==> src/rtl/jtframe_lfbuf_ddr_arb_pkg.sv <==
// Shared types and constants for the line-frame-buffer DDR arbiter.
package jtframe_lfbuf_pkg;

  localparam int unsigned LFBUF_AW    = 29;
  localparam int unsigned LFBUF_BURST = 64;
  localparam logic [7:0]  LFBUF_BE    = 8'hFF;

  typedef enum logic [2:0] {
    ST_IDLE,
    ST_GAP,
    ST_RD_CMD,
    ST_RD_DATA,
    ST_WR_DATA
  } arb_state_e;

endpackage

==> src/rtl/jtframe_lfbuf_ddr_arb_if.sv <==
// DDR burst port shared by the line buffer: the arbiter is master, the memory is slave.
interface jtframe_lfbuf_ddr_arb_if
  import jtframe_lfbuf_pkg::*;
#(
  parameter int unsigned AW = LFBUF_AW,
  parameter int unsigned BW = 8
);

  logic          ddram_clk;
  logic          ddram_busy;
  logic [BW-1:0] ddram_burstcnt;
  logic [AW-1:0] ddram_addr;
  logic          ddram_rd;
  logic [63:0]   ddram_dout;
  logic          ddram_dout_ready;
  logic          ddram_we;
  logic [63:0]   ddram_din;
  logic [7:0]    ddram_be;

  modport master (
    output ddram_clk, ddram_burstcnt, ddram_addr, ddram_rd, ddram_we, ddram_din, ddram_be,
    input  ddram_busy, ddram_dout, ddram_dout_ready
  );

  modport slave (
    input  ddram_clk, ddram_burstcnt, ddram_addr, ddram_rd, ddram_we, ddram_din, ddram_be,
    output ddram_busy, ddram_dout, ddram_dout_ready
  );

endinterface

==> src/rtl/jtframe_lfbuf_ddr_beatcnt.sv <==
// Burst beat counter: saturates at LIMIT, flags the final beat and the full burst.
module jtframe_lfbuf_ddr_beatcnt #(
  parameter int unsigned LIMIT = 64,
  parameter int unsigned CW    = $clog2(LIMIT + 1)
) (
  input  logic clk,
  input  logic rst_n,
  input  logic clr_i,
  input  logic en_i,
  output logic last_o,
  output logic tc_o
);

  logic [CW-1:0] cnt_q, cnt_d;

  always_ff @(posedge clk) begin
    if (!rst_n) cnt_q <= '0;
    else        cnt_q <= cnt_d;
  end

  always_comb begin
    cnt_d = cnt_q;
    if (clr_i)              cnt_d = '0;
    else if (en_i && !tc_o) cnt_d = cnt_q + 1'b1;
  end

  assign last_o = (cnt_q == CW'(LIMIT - 1));
  assign tc_o   = (cnt_q == CW'(LIMIT));

endmodule

==> src/rtl/jtframe_lfbuf_ddr_arb.sv <==
// Arbiter between a line-fetch reader and a line-store writer sharing one DDR
// burst port; one full burst per grant, followed by a single idle gap cycle.
module jtframe_lfbuf_ddr_arb
  import jtframe_lfbuf_pkg::*;
#(
  parameter int unsigned AW    = LFBUF_AW,
  parameter int unsigned BURST = LFBUF_BURST,
  parameter int unsigned BW    = 8
) (
  input  logic          clk,
  input  logic          rst_n,
  input  logic          rd_req,
  input  logic [AW-1:0] rd_addr,
  output logic          rd_ack,
  output logic [63:0]   rd_dout,
  output logic          rd_valid,
  output logic          rd_done,
  input  logic          wr_req,
  input  logic [AW-1:0] wr_addr,
  input  logic [63:0]   wr_din,
  output logic          wr_ack,
  output logic          wr_pull,
  output logic          wr_done,
  jtframe_lfbuf_ddr_arb_if.master ddr
);

  localparam int unsigned CW = $clog2(BURST + 1);

  arb_state_e    state_q, state_d;
  logic [AW-1:0] addr_q, addr_d;
  logic [63:0]   rd_dout_q, rd_dout_d;
  logic          rd_ack_q, rd_ack_d, wr_ack_q, wr_ack_d;
  logic          rd_q, rd_d, we_q, we_d;
  logic          rd_valid_q, rd_valid_d, rd_done_q, rd_done_d, wr_done_q, wr_done_d;
  logic          last_rd_q, last_rd_d;
  logic          cnt_clr, cnt_en, cnt_last, cnt_tc, grant_rd;

  jtframe_lfbuf_ddr_beatcnt #(.LIMIT(BURST), .CW(CW)) u_beatcnt (
    .clk    (clk),
    .rst_n  (rst_n),
    .clr_i  (cnt_clr),
    .en_i   (cnt_en),
    .last_o (cnt_last),
    .tc_o   (cnt_tc)
  );

  always_ff @(posedge clk) begin
    if (!rst_n) begin
      state_q    <= ST_IDLE;
      addr_q     <= '0;
      rd_dout_q  <= '0;
      rd_ack_q   <= 1'b0;
      wr_ack_q   <= 1'b0;
      rd_q       <= 1'b0;
      we_q       <= 1'b0;
      rd_valid_q <= 1'b0;
      rd_done_q  <= 1'b0;
      wr_done_q  <= 1'b0;
      last_rd_q  <= 1'b0;
    end else begin
      state_q    <= state_d;
      addr_q     <= addr_d;
      rd_dout_q  <= rd_dout_d;
      rd_ack_q   <= rd_ack_d;
      wr_ack_q   <= wr_ack_d;
      rd_q       <= rd_d;
      we_q       <= we_d;
      rd_valid_q <= rd_valid_d;
      rd_done_q  <= rd_done_d;
      wr_done_q  <= wr_done_d;
      last_rd_q  <= last_rd_d;
    end
  end

  always_comb begin
    state_d    = state_q;
    addr_d     = addr_q;
    rd_dout_d  = rd_dout_q;
    rd_ack_d   = 1'b0;
    wr_ack_d   = 1'b0;
    rd_d       = rd_q;
    we_d       = we_q;
    rd_valid_d = 1'b0;
    rd_done_d  = 1'b0;
    wr_done_d  = 1'b0;
    last_rd_d  = last_rd_q;
    cnt_clr    = 1'b0;
    cnt_en     = 1'b0;
    // Read wins a tie unless it was the one served last.
    grant_rd   = rd_req && (!wr_req || !last_rd_q);
    case (state_q)
      ST_IDLE: begin
        if (grant_rd) begin
          state_d   = ST_RD_CMD;
          addr_d    = rd_addr;
          rd_ack_d  = 1'b1;
          rd_d      = 1'b1;
          last_rd_d = 1'b1;
        end else if (wr_req) begin
          state_d   = ST_WR_DATA;
          addr_d    = wr_addr;
          wr_ack_d  = 1'b1;
          we_d      = 1'b1;
          last_rd_d = 1'b0;
        end
      end
      ST_GAP: state_d = ST_IDLE;
      ST_RD_CMD: begin
        if (!ddr.ddram_busy) begin
          rd_d    = 1'b0;
          state_d = ST_RD_DATA;
        end
      end
      ST_RD_DATA: begin
        // Once saturated, the final rd_valid has been issued; done follows it.
        if (cnt_tc) begin
          rd_done_d = 1'b1;
          cnt_clr   = 1'b1;
          state_d   = ST_GAP;
        end else begin
          rd_valid_d = ddr.ddram_dout_ready;
          rd_dout_d  = ddr.ddram_dout;
          cnt_en     = ddr.ddram_dout_ready;
        end
      end
      ST_WR_DATA: begin
        cnt_en = wr_pull;
        if (wr_pull && cnt_last) begin
          we_d      = 1'b0;
          wr_done_d = 1'b1;
          cnt_clr   = 1'b1;
          state_d   = ST_GAP;
        end
      end
      default: state_d = ST_IDLE;
    endcase
  end

  assign rd_ack   = rd_ack_q;
  assign rd_dout  = rd_dout_q;
  assign rd_valid = rd_valid_q;
  assign rd_done  = rd_done_q;
  assign wr_ack   = wr_ack_q;
  assign wr_pull  = we_q & ~ddr.ddram_busy;
  assign wr_done  = wr_done_q;

  assign ddr.ddram_clk      = clk;
  assign ddr.ddram_burstcnt = BW'(BURST);
  assign ddr.ddram_addr     = addr_q;
  assign ddr.ddram_rd       = rd_q;
  assign ddr.ddram_we       = we_q;
  assign ddr.ddram_din      = wr_din;
  assign ddr.ddram_be       = LFBUF_BE;

endmodule

==> src/flat_wrapper.sv <==
// flat-port wrapper written by rule: the top's interface ports become plain ports
module jtframe_lfbuf_ddr_arb_flat import jtframe_lfbuf_pkg::*;
#(
  parameter int unsigned AW    = LFBUF_AW,
  parameter int unsigned BURST = LFBUF_BURST,
  parameter int unsigned BW    = 8
)
  (clk, rst_n, rd_req, rd_addr, rd_ack, rd_dout, rd_valid, rd_done, wr_req, wr_addr, wr_din, wr_ack, wr_pull, wr_done, ddr_ddram_clk, ddr_ddram_burstcnt, ddr_ddram_addr, ddr_ddram_rd, ddr_ddram_we, ddr_ddram_din, ddr_ddram_be, ddr_ddram_busy, ddr_ddram_dout, ddr_ddram_dout_ready);
  jtframe_lfbuf_ddr_arb_if #(.AW(AW), .BW(BW)) ddr_i ();
  input  logic clk;
  input  logic rst_n;
  input  logic rd_req;
  input  logic [AW-1:0] rd_addr;
  output logic rd_ack;
  output logic [63:0] rd_dout;
  output logic rd_valid;
  output logic rd_done;
  input  logic wr_req;
  input  logic [AW-1:0] wr_addr;
  input  logic [63:0] wr_din;
  output logic wr_ack;
  output logic wr_pull;
  output logic wr_done;
  output wire logic [$bits(ddr_i.ddram_clk)-1:0] ddr_ddram_clk;
  output wire logic [$bits(ddr_i.ddram_burstcnt)-1:0] ddr_ddram_burstcnt;
  output wire logic [$bits(ddr_i.ddram_addr)-1:0] ddr_ddram_addr;
  output wire logic [$bits(ddr_i.ddram_rd)-1:0] ddr_ddram_rd;
  output wire logic [$bits(ddr_i.ddram_we)-1:0] ddr_ddram_we;
  output wire logic [$bits(ddr_i.ddram_din)-1:0] ddr_ddram_din;
  output wire logic [$bits(ddr_i.ddram_be)-1:0] ddr_ddram_be;
  input wire logic [$bits(ddr_i.ddram_busy)-1:0] ddr_ddram_busy;
  input wire logic [$bits(ddr_i.ddram_dout)-1:0] ddr_ddram_dout;
  input wire logic [$bits(ddr_i.ddram_dout_ready)-1:0] ddr_ddram_dout_ready;
  assign ddr_ddram_clk = ddr_i.ddram_clk;
  assign ddr_ddram_burstcnt = ddr_i.ddram_burstcnt;
  assign ddr_ddram_addr = ddr_i.ddram_addr;
  assign ddr_ddram_rd = ddr_i.ddram_rd;
  assign ddr_ddram_we = ddr_i.ddram_we;
  assign ddr_ddram_din = ddr_i.ddram_din;
  assign ddr_ddram_be = ddr_i.ddram_be;
  assign ddr_i.ddram_busy = ddr_ddram_busy;
  assign ddr_i.ddram_dout = ddr_ddram_dout;
  assign ddr_i.ddram_dout_ready = ddr_ddram_dout_ready;
  jtframe_lfbuf_ddr_arb #(.AW(AW), .BURST(BURST), .BW(BW)) u_core (.clk(clk), .rst_n(rst_n), .rd_req(rd_req), .rd_addr(rd_addr), .rd_ack(rd_ack), .rd_dout(rd_dout), .rd_valid(rd_valid), .rd_done(rd_done), .wr_req(wr_req), .wr_addr(wr_addr), .wr_din(wr_din), .wr_ack(wr_ack), .wr_pull(wr_pull), .wr_done(wr_done), .ddr(ddr_i));
endmodule
==> config.mk <==
export PLATFORM = sky130hd
export DESIGN_NAME = jtframe_lfbuf_ddr_arb_flat
export DESIGN_NICKNAME = d
export VERILOG_FILES = /design/src/rtl/jtframe_lfbuf_ddr_arb_pkg.sv /design/src/rtl/jtframe_lfbuf_ddr_arb_if.sv /design/src/rtl/jtframe_lfbuf_ddr_beatcnt.sv /design/src/rtl/jtframe_lfbuf_ddr_arb.sv /design/src/flat_wrapper.sv
export SDC_FILE = /design/constraint.sdc
export NUM_CORES = 1
export LEC_CHECK = 0
export ABC_CLOCK_PERIOD_IN_PS = 2600
export CORE_AREA = 3 3 144 146
export DETAILED_ROUTE_END_ITERATION = 16
export DIE_AREA = 0 0 147 149
export GPL_ROUTABILITY_DRIVEN = 0
export SLEW_MARGIN = 10
export SYNTH_ARGS = -nofsm -noshare
export SYNTH_HDL_FRONTEND = slang
export SYNTH_SLANG_ARGS = --single-unit
==> constraint.sdc <==
create_clock -name clk -period 2.6 [get_ports clk]
set_input_delay 0.52 -clock clk [delete_from_list [all_inputs] [get_ports clk]]
set_output_delay 0.52 -clock clk [all_outputs]
set_load 0.03 [all_outputs]
==> qor.yml <==
outcome:
  outcome: "finished, final reports clean"
die:
  die_height_um: 149
  die_w_um: 147
  ios: 374
  dieArea_um2: 21900
  fp-row-count: 51
  floorplan.initialDensity_pct: 25.7
  core_um2: 19500
setup_path:
  critPathLaunchType: "clock port"
  required_ns: 2.08
  ff2ff_setup_slack_ns: 0.69
  path_buf_inv: 3
  r2r-start: "u_core.state_q[1]"
  slowest_stage: "dlygate4sd2_1"
  path_cells: "clkbuf_16 -> clkbuf_16 -> dlygate4sd2_1"
  path_common_cell: "clkbuf_16"
  cp.arrival_ns: 1.90
  cp-startpoint: "clk"
  crit_family: "buffers and inverters"
  cp-end-kind: "primary output"
  crit_path_max_incr_delay_ns: 0.35
  worst-setup-path-type: "clock port to primary output"
  critPathMaxFanout: 2
finish:
  fin_nets: 902
  final_common_cell: "clkdlybuf4s50_1"
  layout-area-overhead-vs-synth_pct: 48.2
  drive_above_1_share_pct: 5.75
  diodes: 0
  final_cell_mix: "clkdlybuf4s50_1 (227), dfxtp_1 (111), nor2_1 (99)"
route:
  ant_nets: 0
  routed_via_density: 4.30
  drtPass1Iterations: 4
  wl_per_cell_um: 15.4
  wirelength_mm: 15.1
  drt-initial-drc-count: 159
  remaining_drc_errors: 0
  dr_total_vias: 4203
placed_design:
  port_buffers: 229
  dp_slack_ns: 0.216
  post-dp-hpwl_mm: 10.6
sta:
  relSlewSlack_pct: 51.6
  fin_ws_ns: 0.185
  tightestPinTransition_ns: 0.719
  finalMaxSlewViolations: 0
  rsz0062_at_grt: "no"
  fin_skew_ns: 0.00876
  finalHoldViolations: 0
  setup_viol: 0
  setup-tns-final_ns: 0
clock_tree:
  hold_buffers: 0
  post_cts_buffers: 0
  cts_resized: 1
  cts_tree: "built"
  clkTransAtPathRegs_ns: 0.07
  clock_latency_ns: 0.46
pwr:
  p_per_area_nw_per_um2: 707
  ir_drop_mv: 0.346
  p_leak_nw: 2.65
flow_run:
  drv_cap: 0
global_route:
  grt_antenna_before_repair: 0
  grt_pass1_wl_mm: 23.0
  grt_max_degree: 53
  grt_usage_pct: 13.5
  grt-ovfl-total: 0
  grt_pass1_vias: 4186
synth:
  synth_top_flop_cell: "dfxtp_1"
  ys_seq_area_share_pct: 44.3
  synthArstFlopShare_pct: 0
  syn_avg_cell_area_um2: 9.09
  synth.distinct_cells: 45
  synth-edff-count: 0
  syn_area_um2: 5020
  ys_warn_count: 0
  synth_cells: 552
  yosysTopAreaCell: "dfxtp_1"
  ys_ff_latch: 111
  ys_top_cells_by_area: "dfxtp_1 (44%), mux2i_1 (13%), buf_4 (12%), nor2_1 (7.4%), a311oi_1 (5.1%)"
  netlist.area_leader.share_pct: 44.3
min_path:
  min-delay-start: "u_core.rd_dout[23]"
  min_path_type: "register to register"
-- worst paths after layout --
check             cells past startpoint                 end
setup / recovery                      3       ddr_ddram_clk
hold / removal                        2  u_core.rd_dout[23]
setup reg to reg                      5  u_core.rd_dout[12]
hold reg to reg                       2  u_core.rd_dout[23]
-- cells by family after synthesis --
group / count (synthesis) / share of synthesized area [%]
compound gates: 59 / 9.23
xor+xnor: 1 / 0.175
fa+ha+maj: 2 / 0.499
buf+inv: 117 / 15.6
flops: 111 / 44.3
mux: 65 / 13.0
other cells: 2 / 0.150
simple gates: 195 / 17.1
-- area by class of cell --
class                      instances  area, um^2
multi-input combinational        338        2080
tap                              265         332
timing repair buffer             239        2410
fill                            2010       12100
sequential                       111        2220
inverter                           5        20.0
clock buffer                      14         313
clock inverter                     6        52.6
-- metal layers --
| layer | vias up | global-route usage [%] | wire, um |
|---|---|---|---|
| li1 | 2088 | - | - |
| met1 | 1910 | 15.8 | 6210 |
| met2 | 168 | 22.2 | 7290 |
| met3 | 37 | 4.10 | 1110 |
| met4 | 0 | 7.22 | 448 |
| met5 | - | 0 | 0 |
-- power breakdown --
part           internal [mW]  switching [mW]  total, mW
sequential              1.89           0.129       2.02
combinational          0.716           0.876       1.59
clock                  0.881           0.766       1.65
total                   3.48            1.77       5.26
-- state kept, by name, summed over array words and instances, names as in the netlist --
name	flops
u_core.rd_dout	64
u_core.ddr.ddram_addr	29
u_core.u_beatcnt.cnt_q	7
u_core.state_q	3
u_core.ddr.ddram_rd	1
u_core.ddr.ddram_we	1
u_core.last_rd_q	1
u_core.rd_ack	1
u_core.rd_done	1
u_core.rd_valid	1
u_core.wr_ack	1
u_core.wr_done	1
-- synth_stat cells, types with 3 or more instances --
| master | number |
|---|---|
| nand2_1 | 67 |
| buf_6 | 3 |
| nor2_1 | 99 |
| dfxtp_1 | 111 |
| buf_4 | 82 |
| a21oi_2 | 3 |
| and3_1 | 3 |
| o31ai_1 | 4 |
| a311oi_1 | 29 |
| mux2i_1 | 65 |
| clkbuf_1 | 15 |
| inv_1 | 4 |
| o21ai_0 | 5 |
| a21oi_1 | 8 |
| buf_2 | 11 |
| nand3b_1 | 3 |
-- tightest hold or removal path: stages, from the launching register on --
cell     delay (ns)
dfxtp_1        0.33
mux2i_1        0.06
nor2_1         0.07
-- per-stage QoR --
stage | utilization (%) | cell area [um^2] | std cells | hold slack, ns | total power [mW]
after floorplan | - | 5070 | 566 | 0.458 | 3.20
after global placement | 36.3 | 7080 | 959 | 0.472 | 3.72
after detailed placement | 36.3 | 7080 | 959 | 0.482 | 3.73
after CTS | 38.1 | 7430 | 978 | 0.501 | 5.37
after global routing | 38.1 | 7430 | 978 | 0.518 | 5.57
final | 38.1 | 7430 | 978 | 0.494 | 5.26
No activity file was read; power rests on OpenSTA's default activity.
